File: config.mk
export PLATFORM = sky130hd
export DESIGN_NAME = trans_ctrl_fsm_flat
export DESIGN_NICKNAME = d
export VERILOG_FILES = /design/src/rtl/trans_ctrl_fsm_if.sv /design/src/rtl/trans_ctrl_fsm.sv /design/src/flat_wrapper.sv
export SDC_FILE = /design/constraint.sdc
export NUM_CORES = 1
export LEC_CHECK = 0
export CORE_ASPECT_RATIO = 0.8
export CORE_MARGIN = 1
export CORE_UTILIZATION = 44
export DETAILED_ROUTE_END_ITERATION = 7
export GPL_TIMING_DRIVEN = 0
export PLACE_DENSITY_LB_ADDON = 0.05
export SYNTH_ARGS = -nofsm -noshare
export SYNTH_HDL_FRONTEND = slang
export SYNTH_SLANG_ARGS = --single-unit
File: constraint.sdc
create_clock -name clk -period 2.4 [get_ports clk]
set_input_delay 0.48 -clock clk [delete_from_list [all_inputs] [get_ports clk]]
set_output_delay 0.48 -clock clk [all_outputs]
set_load 0.005 [all_outputs]
File: src/rtl/trans_ctrl_fsm_if.sv
// Bundles the configuration, FIFO status and supervision outputs of
// trans_ctrl_fsm. The master side drives the requests and FIFO flags.
// The slave side is the controller itself.
interface trans_ctrl_fsm_if #(
  parameter int NFIFO     = 5,
  parameter int UMB_W     = 2,
  parameter int ERR_CNT_W = 8
);
  logic                 init;
  logic [UMB_W-1:0]     umbral_mf;
  logic [UMB_W-1:0]     umbral_vc;
  logic [UMB_W-1:0]     umbral_d;
  logic [NFIFO-1:0]     fifo_empties;
  logic [NFIFO-1:0]     fifo_errors;
  logic                 err_clear;

  logic [2:0]           state;
  logic                 init_out;
  logic                 idle_out;
  logic                 active_out;
  logic                 error_out;
  logic [UMB_W-1:0]     umbral_mf_out;
  logic [UMB_W-1:0]     umbral_vc_out;
  logic [UMB_W-1:0]     umbral_d_out;
  logic [NFIFO-1:0]     err_vector;
  logic [ERR_CNT_W-1:0] err_count;

  modport master (
    output init, umbral_mf, umbral_vc, umbral_d, fifo_empties, fifo_errors, err_clear,
    input  state, init_out, idle_out, active_out, error_out,
           umbral_mf_out, umbral_vc_out, umbral_d_out, err_vector, err_count
  );

  modport slave (
    input  init, umbral_mf, umbral_vc, umbral_d, fifo_empties, fifo_errors, err_clear,
    output state, init_out, idle_out, active_out, error_out,
           umbral_mf_out, umbral_vc_out, umbral_d_out, err_vector, err_count
  );
endinterface

File: src/rtl/trans_ctrl_fsm.sv
// Transaction-layer control FSM: supervises NFIFO data FIFOs and gates
// traffic through RESET/INIT/IDLE/ACTIVE/ERROR. All outputs are registered.
// It provides threshold load/reload, an active-to-idle timeout, sticky
// per-FIFO error capture and a saturating count of ERROR entries.
module trans_ctrl_fsm #(
  parameter int NFIFO        = 5,
  parameter int UMB_W        = 2,
  parameter int IDLE_TIMEOUT = 8,
  parameter int ERR_CNT_W    = 8
) (
  input logic            clk,
  input logic            reset,
  trans_ctrl_fsm_if.slave bus
);

  localparam logic [2:0] ST_RESET  = 3'd0;
  localparam logic [2:0] ST_INIT   = 3'd1;
  localparam logic [2:0] ST_IDLE   = 3'd2;
  localparam logic [2:0] ST_ACTIVE = 3'd3;
  localparam logic [2:0] ST_ERROR  = 3'd4;

  localparam int CNT_W = (IDLE_TIMEOUT > 1) ? $clog2(IDLE_TIMEOUT) : 1;
  localparam logic [CNT_W-1:0] CNT_LAST = CNT_W'(IDLE_TIMEOUT - 1);

  logic [2:0]           r_state;
  logic                 r_init_out;
  logic                 r_idle_out;
  logic                 r_active_out;
  logic                 r_error_out;
  logic [UMB_W-1:0]     r_umbral_mf;
  logic [UMB_W-1:0]     r_umbral_vc;
  logic [UMB_W-1:0]     r_umbral_d;
  logic [NFIFO-1:0]     r_err_vector;
  logic [ERR_CNT_W-1:0] r_err_count;
  logic [CNT_W-1:0]     r_idle_cnt;

  logic [2:0]           w_next;
  logic                 w_load;
  logic                 w_all_empty;
  logic                 w_any_err;
  logic                 w_thr_nz;
  logic                 w_timeout;

  assign w_all_empty = &bus.fifo_empties;
  assign w_any_err   = |bus.fifo_errors;
  assign w_thr_nz    = |{bus.umbral_mf, bus.umbral_vc, bus.umbral_d};
  assign w_timeout   = w_all_empty && (r_idle_cnt == CNT_LAST);

  // Next-state decode and threshold-load request.
  always_comb begin
    w_next = ST_RESET;
    w_load = 1'b0;
    case (r_state)
      ST_RESET: w_next = ST_INIT;
      ST_INIT: begin
        if (bus.init && w_thr_nz) begin
          w_load = 1'b1;
          w_next = ST_IDLE;
        end else begin
          w_next = ST_INIT;
        end
      end
      ST_IDLE: begin
        if (w_any_err) begin
          w_next = ST_ERROR;
        end else if (bus.init && w_thr_nz) begin
          w_load = 1'b1;
          w_next = ST_IDLE;
        end else if (w_all_empty) begin
          w_next = ST_IDLE;
        end else begin
          w_next = ST_ACTIVE;
        end
      end
      ST_ACTIVE: begin
        if (w_any_err)      w_next = ST_ERROR;
        else if (w_timeout) w_next = ST_IDLE;
        else                w_next = ST_ACTIVE;
      end
      ST_ERROR: begin
        if (bus.err_clear && !w_any_err) w_next = ST_RESET;
        else                             w_next = ST_ERROR;
      end
      default: w_next = ST_RESET;
    endcase
  end

  // State, flags, thresholds, error capture and idle counter registers.
  always_ff @(posedge clk) begin
    if (!reset) begin
      r_state      <= ST_RESET;
      r_init_out   <= 1'b0;
      r_idle_out   <= 1'b0;
      r_active_out <= 1'b0;
      r_error_out  <= 1'b0;
      r_umbral_mf  <= '0;
      r_umbral_vc  <= '0;
      r_umbral_d   <= '0;
      r_err_vector <= '0;
      r_err_count  <= '0;
      r_idle_cnt   <= '0;
    end else begin
      r_state      <= w_next;
      r_init_out   <= w_load;
      // Flags follow the next state so they line up with the state output.
      r_idle_out   <= (w_next == ST_IDLE);
      r_active_out <= (w_next == ST_ACTIVE);
      r_error_out  <= (w_next == ST_ERROR);

      if (r_state == ST_ACTIVE && w_next == ST_ACTIVE && w_all_empty)
        r_idle_cnt <= r_idle_cnt + CNT_W'(1);
      else
        r_idle_cnt <= '0;

      if (w_next == ST_RESET) begin
        r_umbral_mf <= '0;
        r_umbral_vc <= '0;
        r_umbral_d  <= '0;
      end else if (w_load) begin
        r_umbral_mf <= bus.umbral_mf;
        r_umbral_vc <= bus.umbral_vc;
        r_umbral_d  <= bus.umbral_d;
      end

      if (w_next == ST_RESET)
        r_err_vector <= '0;
      else if (r_state == ST_IDLE || r_state == ST_ACTIVE || r_state == ST_ERROR)
        r_err_vector <= r_err_vector | bus.fifo_errors;

      if (w_next == ST_ERROR && r_state != ST_ERROR && r_err_count != '1)
        r_err_count <= r_err_count + ERR_CNT_W'(1);
    end
  end

  assign bus.state         = r_state;
  assign bus.init_out      = r_init_out;
  assign bus.idle_out      = r_idle_out;
  assign bus.active_out    = r_active_out;
  assign bus.error_out     = r_error_out;
  assign bus.umbral_mf_out = r_umbral_mf;
  assign bus.umbral_vc_out = r_umbral_vc;
  assign bus.umbral_d_out  = r_umbral_d;
  assign bus.err_vector    = r_err_vector;
  assign bus.err_count     = r_err_count;

endmodule
File: src/flat_wrapper.sv
// flat-port wrapper written by rule: the top's interface ports become plain ports
module trans_ctrl_fsm_flat 
#(
  parameter int NFIFO        = 5,
  parameter int UMB_W        = 2,
  parameter int IDLE_TIMEOUT = 8,
  parameter int ERR_CNT_W    = 8
)
  (clk, reset, bus_init, bus_umbral_mf, bus_umbral_vc, bus_umbral_d, bus_fifo_empties, bus_fifo_errors, bus_err_clear, bus_state, bus_init_out, bus_idle_out, bus_active_out, bus_error_out, bus_umbral_mf_out, bus_umbral_vc_out, bus_umbral_d_out, bus_err_vector, bus_err_count);
  trans_ctrl_fsm_if #(.NFIFO(NFIFO), .UMB_W(UMB_W), .ERR_CNT_W(ERR_CNT_W)) bus_i ();
  input logic clk;
  input logic reset;
  input wire logic [$bits(bus_i.init)-1:0] bus_init;
  input wire logic [$bits(bus_i.umbral_mf)-1:0] bus_umbral_mf;
  input wire logic [$bits(bus_i.umbral_vc)-1:0] bus_umbral_vc;
  input wire logic [$bits(bus_i.umbral_d)-1:0] bus_umbral_d;
  input wire logic [$bits(bus_i.fifo_empties)-1:0] bus_fifo_empties;
  input wire logic [$bits(bus_i.fifo_errors)-1:0] bus_fifo_errors;
  input wire logic [$bits(bus_i.err_clear)-1:0] bus_err_clear;
  output wire logic [$bits(bus_i.state)-1:0] bus_state;
  output wire logic [$bits(bus_i.init_out)-1:0] bus_init_out;
  output wire logic [$bits(bus_i.idle_out)-1:0] bus_idle_out;
  output wire logic [$bits(bus_i.active_out)-1:0] bus_active_out;
  output wire logic [$bits(bus_i.error_out)-1:0] bus_error_out;
  output wire logic [$bits(bus_i.umbral_mf_out)-1:0] bus_umbral_mf_out;
  output wire logic [$bits(bus_i.umbral_vc_out)-1:0] bus_umbral_vc_out;
  output wire logic [$bits(bus_i.umbral_d_out)-1:0] bus_umbral_d_out;
  output wire logic [$bits(bus_i.err_vector)-1:0] bus_err_vector;
  output wire logic [$bits(bus_i.err_count)-1:0] bus_err_count;
  assign bus_i.init = bus_init;
  assign bus_i.umbral_mf = bus_umbral_mf;
  assign bus_i.umbral_vc = bus_umbral_vc;
  assign bus_i.umbral_d = bus_umbral_d;
  assign bus_i.fifo_empties = bus_fifo_empties;
  assign bus_i.fifo_errors = bus_fifo_errors;
  assign bus_i.err_clear = bus_err_clear;
  assign bus_state = bus_i.state;
  assign bus_init_out = bus_i.init_out;
  assign bus_idle_out = bus_i.idle_out;
  assign bus_active_out = bus_i.active_out;
  assign bus_error_out = bus_i.error_out;
  assign bus_umbral_mf_out = bus_i.umbral_mf_out;
  assign bus_umbral_vc_out = bus_i.umbral_vc_out;
  assign bus_umbral_d_out = bus_i.umbral_d_out;
  assign bus_err_vector = bus_i.err_vector;
  assign bus_err_count = bus_i.err_count;
  trans_ctrl_fsm #(.NFIFO(NFIFO), .UMB_W(UMB_W), .IDLE_TIMEOUT(IDLE_TIMEOUT), .ERR_CNT_W(ERR_CNT_W)) u_core (.clk(clk), .reset(reset), .bus(bus_i));
endmodule
After elaboration in Yosys (flattened, before gate mapping):

Cells that the tools add are included.

* flip-flop bits (word level): 29
* input port bits: 20
* output and inout port bits: 26
* logic and storage cells: 53

* add/subtract/negate cells: 2
* eq/ne operators: 10
* multiplexer cells: 11
* bitwise logic cells: 2
* reductions and logical operators: 17

Operators with widths (count)
* 3-bit one-hot mux with 5 select lines: 1
* 3-bit by 2-bit equality test with 1-bit output, second input constant: 4
* 3-bit 2-to-1 mux: 4
* 3-bit equality test, second input constant: 3
* 8-bit by 1-bit adder with 8-bit output, second input constant: 1
* 8-bit inequality test, second input constant: 1
* 1-bit logical AND: 7
* 3-bit zero test: 2
* 6-bit OR reduction: 1
* 5-bit OR: 1
* 5-bit AND reduction: 1
* 5-bit OR reduction: 1
* 1-bit 2-to-1 mux: 4
* 3-bit by 1-bit adder with 3-bit output, second input constant: 1
* 3-bit by 1-bit equality test with 1-bit output, second input constant: 1
* 3-bit inequality test, second input constant: 1
* 1-bit logical OR: 2
* 2-bit 2-to-1 mux: 1
* 1-bit one-hot mux with 2 select lines: 1
* 2-bit AND reduction: 1
* 2-bit OR reduction: 1
* 1-bit zero test: 1
* 1-bit inverter: 1

Longest topological paths before layout:

Gate-level depths: netlist (run 1).

* word-level depth: 9
* depth in mapped cells: 8
* depth with buffers taken out: 7

Worst setup path before layout (run 1):

OpenSTA, ideal clock, no wires.

* path kind: input -> register
* from: in bus_umbral_mf[0]
* to: reg u_core.r_umbral_vc[0] (netlist: u_core.bus.umbral_vc_out[0])
* setup time: 0.128 ns
* data arrival time: 1.725 ns
* data required time: 2.272 ns
* slack: 0.548 ns
* cell stages on the path: 7
* buffers on the path: 1
* path through: or4_4 -> o31ai_1 -> a21o_2 -> inv_2 -> nor2_4 -> buf_6 -> a21oi_1

* longest elaborated chain between the ends: 7
* elaborated cells between the ends (all ways): 11
* classes of those cells: 7 x mux; 4 x reduce/logical

RTL lines
* from (decl): line flat_wrapper.sv:14 `input wire logic [$bits(bus_i.umbral_mf)-1:0] bus_umbral_mf;`
* 6-bit OR reduction (*): line trans_ctrl_fsm.sv:46 `assign w_thr_nz = |{bus.umbral_mf, bus.umbral_vc, bus.umbral_d};`
* 1-bit logical AND (*): line trans_ctrl_fsm.sv:56, trans_ctrl_fsm.sv:66
* 3-bit 2-to-1 mux: line trans_ctrl_fsm.sv:66 `end else if (bus.init && w_thr_nz) begin`
* 3-bit 2-to-1 mux: line trans_ctrl_fsm.sv:64 `if (w_any_err) begin`
* 3-bit one-hot mux with 5 select lines: line trans_ctrl_fsm.sv:53 `case (r_state)`
* 3-bit zero test: line trans_ctrl_fsm.sv:115 `if (w_next == ST_RESET) begin`
* 2-bit OR reduction (no source line)
* to (signal assigned): line trans_ctrl_fsm.sv:121 `r_umbral_vc <= bus.umbral_vc;`
* to (decl): line trans_ctrl_fsm.sv:31 `logic [UMB_W-1:0] r_umbral_vc;`

Every way passes the cells marked *; elsewhere a longest branch is shown, timed or not.
A chain may end at the register's enable or synchronous reset.

Worst setup path after layout (run 1):

* from: in bus_fifo_errors[1]
* to: reg u_core.r_umbral_mf[0] (netlist: u_core.bus.umbral_mf_out[0])

* longest elaborated chain between the ends: 7
* elaborated cells between the ends (all ways): 11
* classes of those cells: 6 x mux; 5 x reduce/logical

RTL lines
* from (decl): line flat_wrapper.sv:18 `input wire logic [$bits(bus_i.fifo_errors)-1:0] bus_fifo_errors;`
* 5-bit OR reduction (*): line trans_ctrl_fsm.sv:45 `assign w_any_err = |bus.fifo_errors;`
* 1-bit zero test: line trans_ctrl_fsm.sv:81 `if (bus.err_clear && !w_any_err) w_next = ST_RESET;`
* 1-bit logical AND: line trans_ctrl_fsm.sv:81
* 3-bit 2-to-1 mux: line trans_ctrl_fsm.sv:81
* 3-bit one-hot mux with 5 select lines: line trans_ctrl_fsm.sv:53
* 3-bit zero test: line trans_ctrl_fsm.sv:115
* 2-bit OR reduction (no source line)
* to (signal assigned): line trans_ctrl_fsm.sv:120 `r_umbral_mf <= bus.umbral_mf;`
* to (decl): line trans_ctrl_fsm.sv:30 `logic [UMB_W-1:0] r_umbral_mf;`

Marked as above.

==> results of run 1 <==
[worst register-to-register path, stage by stage, from the launching register on]
cell and delay (ps):
dfxtp_1 470, and2b_1 280, nand4b_1 170, a21oi_2 470, mux2i_1 260, a21oi_1 60
[cell type report]
class | count | share of cell area (%)
well taps | 38 | 2.525
flip-flops and latches | 29 | 30.83
repair buffers | 45 | 23.92
clock buffers | 7 | 4.585
plain buffers | 3 | 1.395
inverters | 6 | 1.196
multi-input cells | 97 | 35.55
[Yosys cell counts, drive strengths merged (3+ instances only)]
| cell type | number |
|---|---|
| a21oi | 19 |
| and2 | 10 |
| dfxtp | 29 |
| ha | 3 |
| inv | 6 |
| mux2i | 6 |
| nand2 | 5 |
| nand3 | 7 |
| nor2 | 6 |
| nor3 | 3 |
| nor4 | 5 |
| o21ai | 4 |
| xor2 | 6 |
[registers in the layout, indices dropped and copies added, names as in the netlist]
register and count:
u_core.bus.err_count 8, u_core.bus.err_vector 5, u_core.bus.state 3, u_core.r_idle_cnt 3
u_core.bus.umbral_d_out 2, u_core.bus.umbral_mf_out 2, u_core.bus.umbral_vc_out 2, u_core.bus.active_out 1
u_core.bus.error_out 1, u_core.bus.idle_out 1, u_core.bus.init_out 1
[per-layer routing]
metal | GRT usage [%] | vias to the layer above
met5 | 0 | -
met4 | 15.12 | 0
met3 | 8.182 | 8
met2 | 33.15 | 53
met1 | 22.87 | 557
li1 | - | 588
[layout by cell type, fill, tap and decap left out, types with 2 or more instances in the layout]
cell type / Yosys / final
clkdlybuf4s50_1: 0 / 45
dfxtp_1: 29 / 29
a21oi_1: 16 / 16
and2_1: 8 / 8
nand3_1: 7 / 7
xor2_1: 6 / 6
mux2i_1: 6 / 6
clkbuf_8: 0 / 6
nor2_1: 5 / 5
nand2_1: 5 / 5
inv_1: 5 / 5
nor4_1: 5 / 5
nor3_1: 3 / 3
a21oi_2: 3 / 3
ha_1: 3 / 3
clkbuf_1: 1 / 2
nand4_1: 2 / 2
or2_2: 2 / 2
o21ai_1: 2 / 2
nor3b_1: 2 / 2
o21ai_0: 2 / 2
o22ai_1: 2 / 2
and2_2: 2 / 2
buf_6: 2 / 2
nor4b_1: 2 / 2
[metrics by stage]
| stage | instance area, um^2 | worst slack (ps) | setup TNS [ps] |
|---|---|---|---|
| detailed placement | 1797 | -28.56 | -112.9 |
| CTS | 1883 | 259.1 | 0 |
| floorplan | 1299 | 547.7 | 0 |
| global route | 1883 | 98.05 | 0 |
| global placement | 1797 | -26.50 | -90.30 |
| finish | 1883 | 262.1 | 0 |
[power breakdown]
| group | leakage [uW] | internal [uW] | switching, uW | total [uW] |
|---|---|---|---|---|
| clock | 0.0000443 | 226 | 169 | 396 |
| sequential | 0.000235 | 518 | 29.1 | 547 |
| combinational | 0.000428 | 155 | 128 | 283 |
[cells by family after synthesis]
kind of cell | after synthesis | share of synthesized area [%]
buffers and inverters | 9 | 3.757
AOI/OAI and AO/OA | 31 | 15.99
adders and majority gates | 3 | 2.890
DFF | 29 | 44.70
muxes | 6 | 4.624
and+or+nand+nor | 50 | 23.31
xor gates and xnor gates | 7 | 4.721
[final timing paths]
| kind | startpoint | to | depth (start not counted) |
|---|---|---|---|
| worst min register to register | u_core.r_idle_cnt[0]$_SDFF_PN0_ | u_core.r_idle_cnt[0]$_SDFF_PN0_ | 1 |
| worst max-delay path | bus_fifo_errors[1] | u_core.bus.umbral_mf_out[0]$_SDFFE_PP0P_ | 6 |
| worst min-delay path | u_core.r_idle_cnt[0]$_SDFF_PN0_ | u_core.r_idle_cnt[0]$_SDFF_PN0_ | 1 |
| worst max register to register | u_core.bus.state[1]$_SDFF_PN0_ | u_core.bus.umbral_mf_out[0]$_SDFFE_PP0P_ | 5 |
==> run_results.csv, run 1 <==
group,metric,value,unit
yosys,number_of_warnings_reported_in_the_yosys_synthesis_log,0,
critical_path,path_class,"in -> reg",
critical_path,reg2reg_setup_slack,580,ps
floorplan,initial_core_util,46.61,%
detailed_routing,wl,2947,um
detailed_routing,routed-wl-met3,227,um
layout,multiInputGateArea,669.4,um^2
clock_tree,tritoncts.num_buffers,5,
sta,finalHoldViolations,0,
grt,vias_in_the_first_global_route,1109,
yosys,post_synthesis_instance_area,1299,um^2
grt,grt_use_total,20.86,%
sta,final.period_utilization,89.08,%
critical_path,cp_cell_sequence,"clkdlybuf4s50_1, nor3_1, nand4b_1, a21oi_2, mux2i_1, a21oi_1",
detailed_routing,vias,1206,
sta,worst_hold_slack,441.9,ps
power_and_ir_drop,power_density,650.6,nW/um^2
detailed_routing,drt_first_pass_iters,4,
yosys,synthDistinctLibCells,38,
clock_tree,cts_hold_buffers,0,
yosys,synth-main-ff-cell,"dfxtp_1",
detailed_routing,routed_len_inst,13.10,um
detailed_routing,topRoutingLayerUsed,"met4",
detailed_routing,drt.antenna.violating_nets,0,
clock_tree,cts-root-buf,"clkbuf_8",
critical_path,critical_path.n_buffers_inverters,1,
yosys,synth-edff-count,0,
floorplan,rows,17,
critical_path,path_max_fanout,7,
yosys,post_synthesis_cell_type_with_the_largest_combined_area,"dfxtp_1",
sta,worst_clock_skew,6.688,ps
layout,final_util,67.58,%
yosys,synth-seq-area-share,44.70,%
sta,slew_violations,0,
detailed_routing,detailed_route_wirelength_on_metal2,1400,um
critical_path,timing.critical_path.from_type,"input port",
yosys,post-synth-top-area-fraction,44.70,%
layout,diodes,0,
grt,grt_start_max_net_pins,11,
clock_tree,clock_sinks,29,
grt,grt_pass1_wl,4843,um
clock_tree,clk_pin_slew_worst_paths,60,ps
detailed_routing,drtIter0Drc,40,
clock_tree,clock_tree.buffer_depth,2,
detailed_routing,met1_length,1241,um
detailed_routing,post-route-drc-count,0,
clock_tree,cts_tree,"built",
yosys,synthesis.nets,158,
yosys,ys_ff_latch,29,
power_and_ir_drop,static-leakage-power,0.0007074,uW
critical_path,cpPeakStageDelay,470,ps
sta,tightestPinTransition,555.1,ps
floorplan,placeableCoreArea,2786,um^2
yosys,syn_inst,135,
yosys,synthTopCellsByArea,"dfxtp_1 45%, a21oi_1 6.2%, mux2i_1 4.6%, xor2_1 4.0%, and2_1 3.9%",
sta,grt_setup_unrepaired,"false",
clock_tree,clk_latency_worst_skew_pair,280,ps
critical_path,path_delay_family,"simple AND/OR/NAND/NOR gates",
floorplan,die-width,62.74,um
yosys,synthesis.area_per_instance,9.620,um^2
layout,proportion_of_layout_cells_with_a_drive_suffix_above_1,11.23,%
yosys,ys_async_sr_fraction,0,%
sta,finalSetupViolCount,0,
layout,num-nets-final,210,
critical_path,crit_path_end_kind,"flip-flop",
grt,globalRoute.totalOverflow,0,
placed_design,portBuffers,45,
floorplan,die_area,3174,um^2
clock_tree,cts_post_setup_buffers_inserted,0,
clock_tree,cts_repair_resize_count,0,
power_and_ir_drop,total_power,1225,uW
critical_path,worstPathRequired,2560,ps
sta,timing.slew.headroom,62.74,%
placed_design,dp_cells,218,
placed_design,detailed_place_hpwl,2279,um
critical_path,cp.arrival,2300,ps
sta,finalCriticalPeriod,2138,ps
sta,max_freq,0.4678,GHz
status,result_of_the_run,"finished, final reports clean",
floorplan,fp.dieH,50.60,um
detailed_routing,vias_per_cell,5.360,
placed_design,gpl.final_weighted_congestion,0.8039,
clock_tree,htreeDepth,2,
power_and_ir_drop,vdd.ir_drop.worst,0.3732,mV
layout,finalNonFillerCells,225,
floorplan,io-pin-count,46,
job,drv_cap,0,
layout,nFillCells,231,
min_path,worstHoldPathType,"reg -> reg",
layout,register_area,580.6,um^2
layout,area.growth.synth_to_final,44.99,%
critical_path,slowest_stage,"a21oi_2",
grt,number_of_antenna_violations_at_the_first_check_in_global_routing,0,
Note: power is estimated with default switching activity, not from simulation.
==> run 2, diff against run 1 <==
clock period = 2 ns   (was 2.4 ns; I/O delays follow)
==> run 2 against run 1 <==
  * Cell count up 1.3%
  * Register-to-register slack worse by 400 ps
  * Final area up 7.2%
  * Clock power rose by 20%
  * Clock-buffer cell count unchanged
  * Sequential share of layout area is 2.1 points lower
  * Flip-flop and latch count unchanged
  * Non-clock buffer count increased by 3
  * Critical path type unchanged
  * Utilization grew 4.9 points
  * Sequential power increased by 20%
  * Routed wire length is 7.4% higher
==> run_results.csv, run 2 (synthesis results as in run 1) <==
group,metric,value,unit
sta,finalCriticalPeriod,1966,ps
sta,final.period_utilization,98.31,%
critical_path,reg2reg_depth,8,
clock_tree,clk_pin_slew_worst_paths,60,ps
layout,nFillCells,207,
sta,tightestPinTransition,488.3,ps
power_and_ir_drop,power_density,761.3,nW/um^2
layout,layout.cell_area.non_filler,2019,um^2
grt,grt-busiest-layer,"met2",
floorplan,die-width,62.74,um
floorplan,die_area,3174,um^2
grt,global_route.usage.met1,23.01,%
floorplan,initial_core_util,46.61,%
critical_path,reg2reg_setup_slack,180,ps
critical_path,timing.critical_path.from_type,"input port",
grt,globalRoute.totalOverflow,0,
detailed_routing,drt.antenna.violating_nets,0,
layout,area.growth.synth_to_final,55.49,%
grt,globalRouteMet3Util,8.182,%
placed_design,post_dp_cell_area,1797,um^2
grt,number_of_antenna_violations_at_the_first_check_in_global_routing,0,
clock_tree,clk_latency_worst_skew_pair,280,ps
layout,layout_common_cells,"42 x clkdlybuf4s50_1, 29 x dfxtp_1, 12 x a21oi_1",
grt,grt_pass1_wl,4850,um
critical_path,path_depth,7,
sta,slew_violations,0,
job,drv_cap,0,
power_and_ir_drop,vdd.ir_drop.worst,0.4307,mV
detailed_routing,wl,3165,um
sta,max_freq,0.5086,GHz
detailed_routing,drtIter0Drc,40,
grt,grt_use_total,20.91,%
critical_path,worstPathRequired,2210,ps
power_and_ir_drop,static-leakage-power,0.0007604,uW
layout,num-nets-final,213,
sta,timing.slew.headroom,67.33,%
critical_path,critPathCapture,"u_core.bus.err_vector[1]$_SDFFE_PP0P_",
detailed_routing,routed_len_inst,13.88,um
sta,finalHoldViolations,0,
layout,proportion_of_layout_cells_with_a_drive_suffix_above_1,20.53,%
critical_path,path_class,"in -> reg",
sta,finalSetupViolCount,0,
layout,diodes,0,
critical_path,cp_cell_sequence,"clkdlybuf4s50_1, or4_4, o31ai_4, and2_4, a32oi_4, buf_6, a21oi_1",
detailed_routing,drt_first_pass_iters,4,
floorplan,io-pin-count,46,
sta,worst_clock_skew,7.082,ps
clock_tree,cts_tree,"built",
critical_path,r2r-start,"u_core.r_idle_cnt[0]$_SDFF_PN0_",
layout,mostFrequentLayoutCell,"clkdlybuf4s50_1",
placed_design,detailed_place_hpwl,2279,um
sta,grt_setup_unrepaired,"true",
critical_path,crit_path_end_kind,"flip-flop",
floorplan,placeableCoreArea,2786,um^2
detailed_routing,vias,1217,
grt,grt_start_max_net_pins,11,
grt,vias_in_the_first_global_route,1114,
status,result_of_the_run,"finished, final reports clean",
clock_tree,htreeDepth,2,
critical_path,critical_path.n_buffers_inverters,2,
clock_tree,cts-root-buf,"clkbuf_8",
critical_path,crit-reg2reg-capture,"u_core.bus.err_vector[1]$_SDFFE_PP0P_",
critical_path,slowest_stage,"or4_4",
clock_tree,clock_sinks,29,
placed_design,portBuffers,45,
floorplan,fp.dieH,50.60,um
detailed_routing,post-route-drc-count,0,
floorplan,rows,17,
sta,timing.setup.tns,0,ps
clock_tree,clock_tree.buffer_depth,2,
grt,grtUsageMet2,33.15,%
critical_path,cp.arrival,2170,ps
detailed_routing,vias_per_cell,5.338,
min_path,worstHoldPathType,"reg -> reg",
placed_design,gpl.final_weighted_congestion,0.8039,
critical_path,cpPeakStageDelay,460,ps
critical_path,path_max_fanout,5,
layout,largest_register_ff_count,8,
critical_path,critical_path.startpoint,"bus_umbral_mf[0]",
clock_tree,tritoncts.num_buffers,5,
critical_path,path_delay_family,"simple AND/OR/NAND/NOR gates",
-- run 2: changes by cell type in the layout (fill, tap and decap cells not counted), sizes merged --
cell / change
buf: +3
clkdlybuf4s50: -3
dlymetal6s2s: +3
-- run 2: worst register-to-register path, delay by kind of cell, from the launching register on --
| kind | cells | cell delay, ps |
|---|---|---|
| AOI/OAI and AO/OA | 3 | 640 |
| DFF | 1 | 350 |
| adders and majority gates | 2 | 290 |
| and+or+nand+nor | 1 | 220 |
| buffers and inverters | 2 | 210 |
-- run 2: layout make-up --
| type | count | area [um^2] | share of cell area, % |
|---|---|---|---|
| multi-input combinational | 97 | 772.0 | 38.23 |
| sequential | 29 | 580.6 | 28.75 |
| timing repair buffer | 48 | 484.2 | 23.98 |
| clock buffer | 7 | 86.33 | 4.275 |
| tap | 38 | 47.55 | 2.354 |
| buffer | 3 | 26.28 | 1.301 |
| inverter | 6 | 22.52 | 1.115 |
-- run 2: through the flow --
stage / hold WS, ps / worst slack (ps) / instances / power, uW / utilization (%)
CTS: 446.1 / -44.93 / 226 / 1490 / 67.85
global placement: 420.8 / -346.5 / 218 / 996.9 / 64.48
global route: 473.5 / -28.48 / 228 / 1611 / 72.47
floorplan: 407.1 / 227.7 / 135 / 840.0 / -
detailed placement: 442.4 / -348.6 / 218 / 1008 / 64.48
finish: 451.0 / 33.81 / 228 / 1537 / 72.47
-- run 2: where the power goes --
part	internal (uW)	switching [uW]	total, uW
registers	621	34.9	656
clock network	272	204	476
logic	215	191	406
-- run 2: how the worst min path moves through the flow --
stage,slack (ps),startpoint,cells past startpoint,end
final,450,u_core.r_idle_cnt[0]$_SDFF_PN0_,1,u_core.r_idle_cnt[0]$_SDFF_PN0_
after global routing,470,bus_umbral_mf[1],3,u_core.bus.umbral_mf_out[1]$_SDFFE_PP0P_
after CTS,450,u_core.r_idle_cnt[0]$_SDFF_PN0_,1,u_core.r_idle_cnt[0]$_SDFF_PN0_
after detailed placement,440,u_core.r_idle_cnt[0]$_SDFF_PN0_,1,u_core.r_idle_cnt[0]$_SDFF_PN0_
after global placement,420,u_core.r_idle_cnt[0]$_SDFF_PN0_,1,u_core.r_idle_cnt[0]$_SDFF_PN0_
after floorplan,410,u_core.r_idle_cnt[0]$_SDFF_PN0_,1,u_core.r_idle_cnt[0]$_SDFF_PN0_
-- run 2: routing by layer --
metal  vias up  share of wire [%]
met2        45                 48
met3         7                7.8
li1        595                  -
met1       570                 42
met4         0                2.2
met5         -                  0
-- run 2: what timing repair did --
action,in CTS,in global routing
setup buffers,1,1
pin swaps,2,6
endpoints found under the setup margin,12,22
gates resized for setup,0,26
hold buffers,0,0
gates cloned,0,1
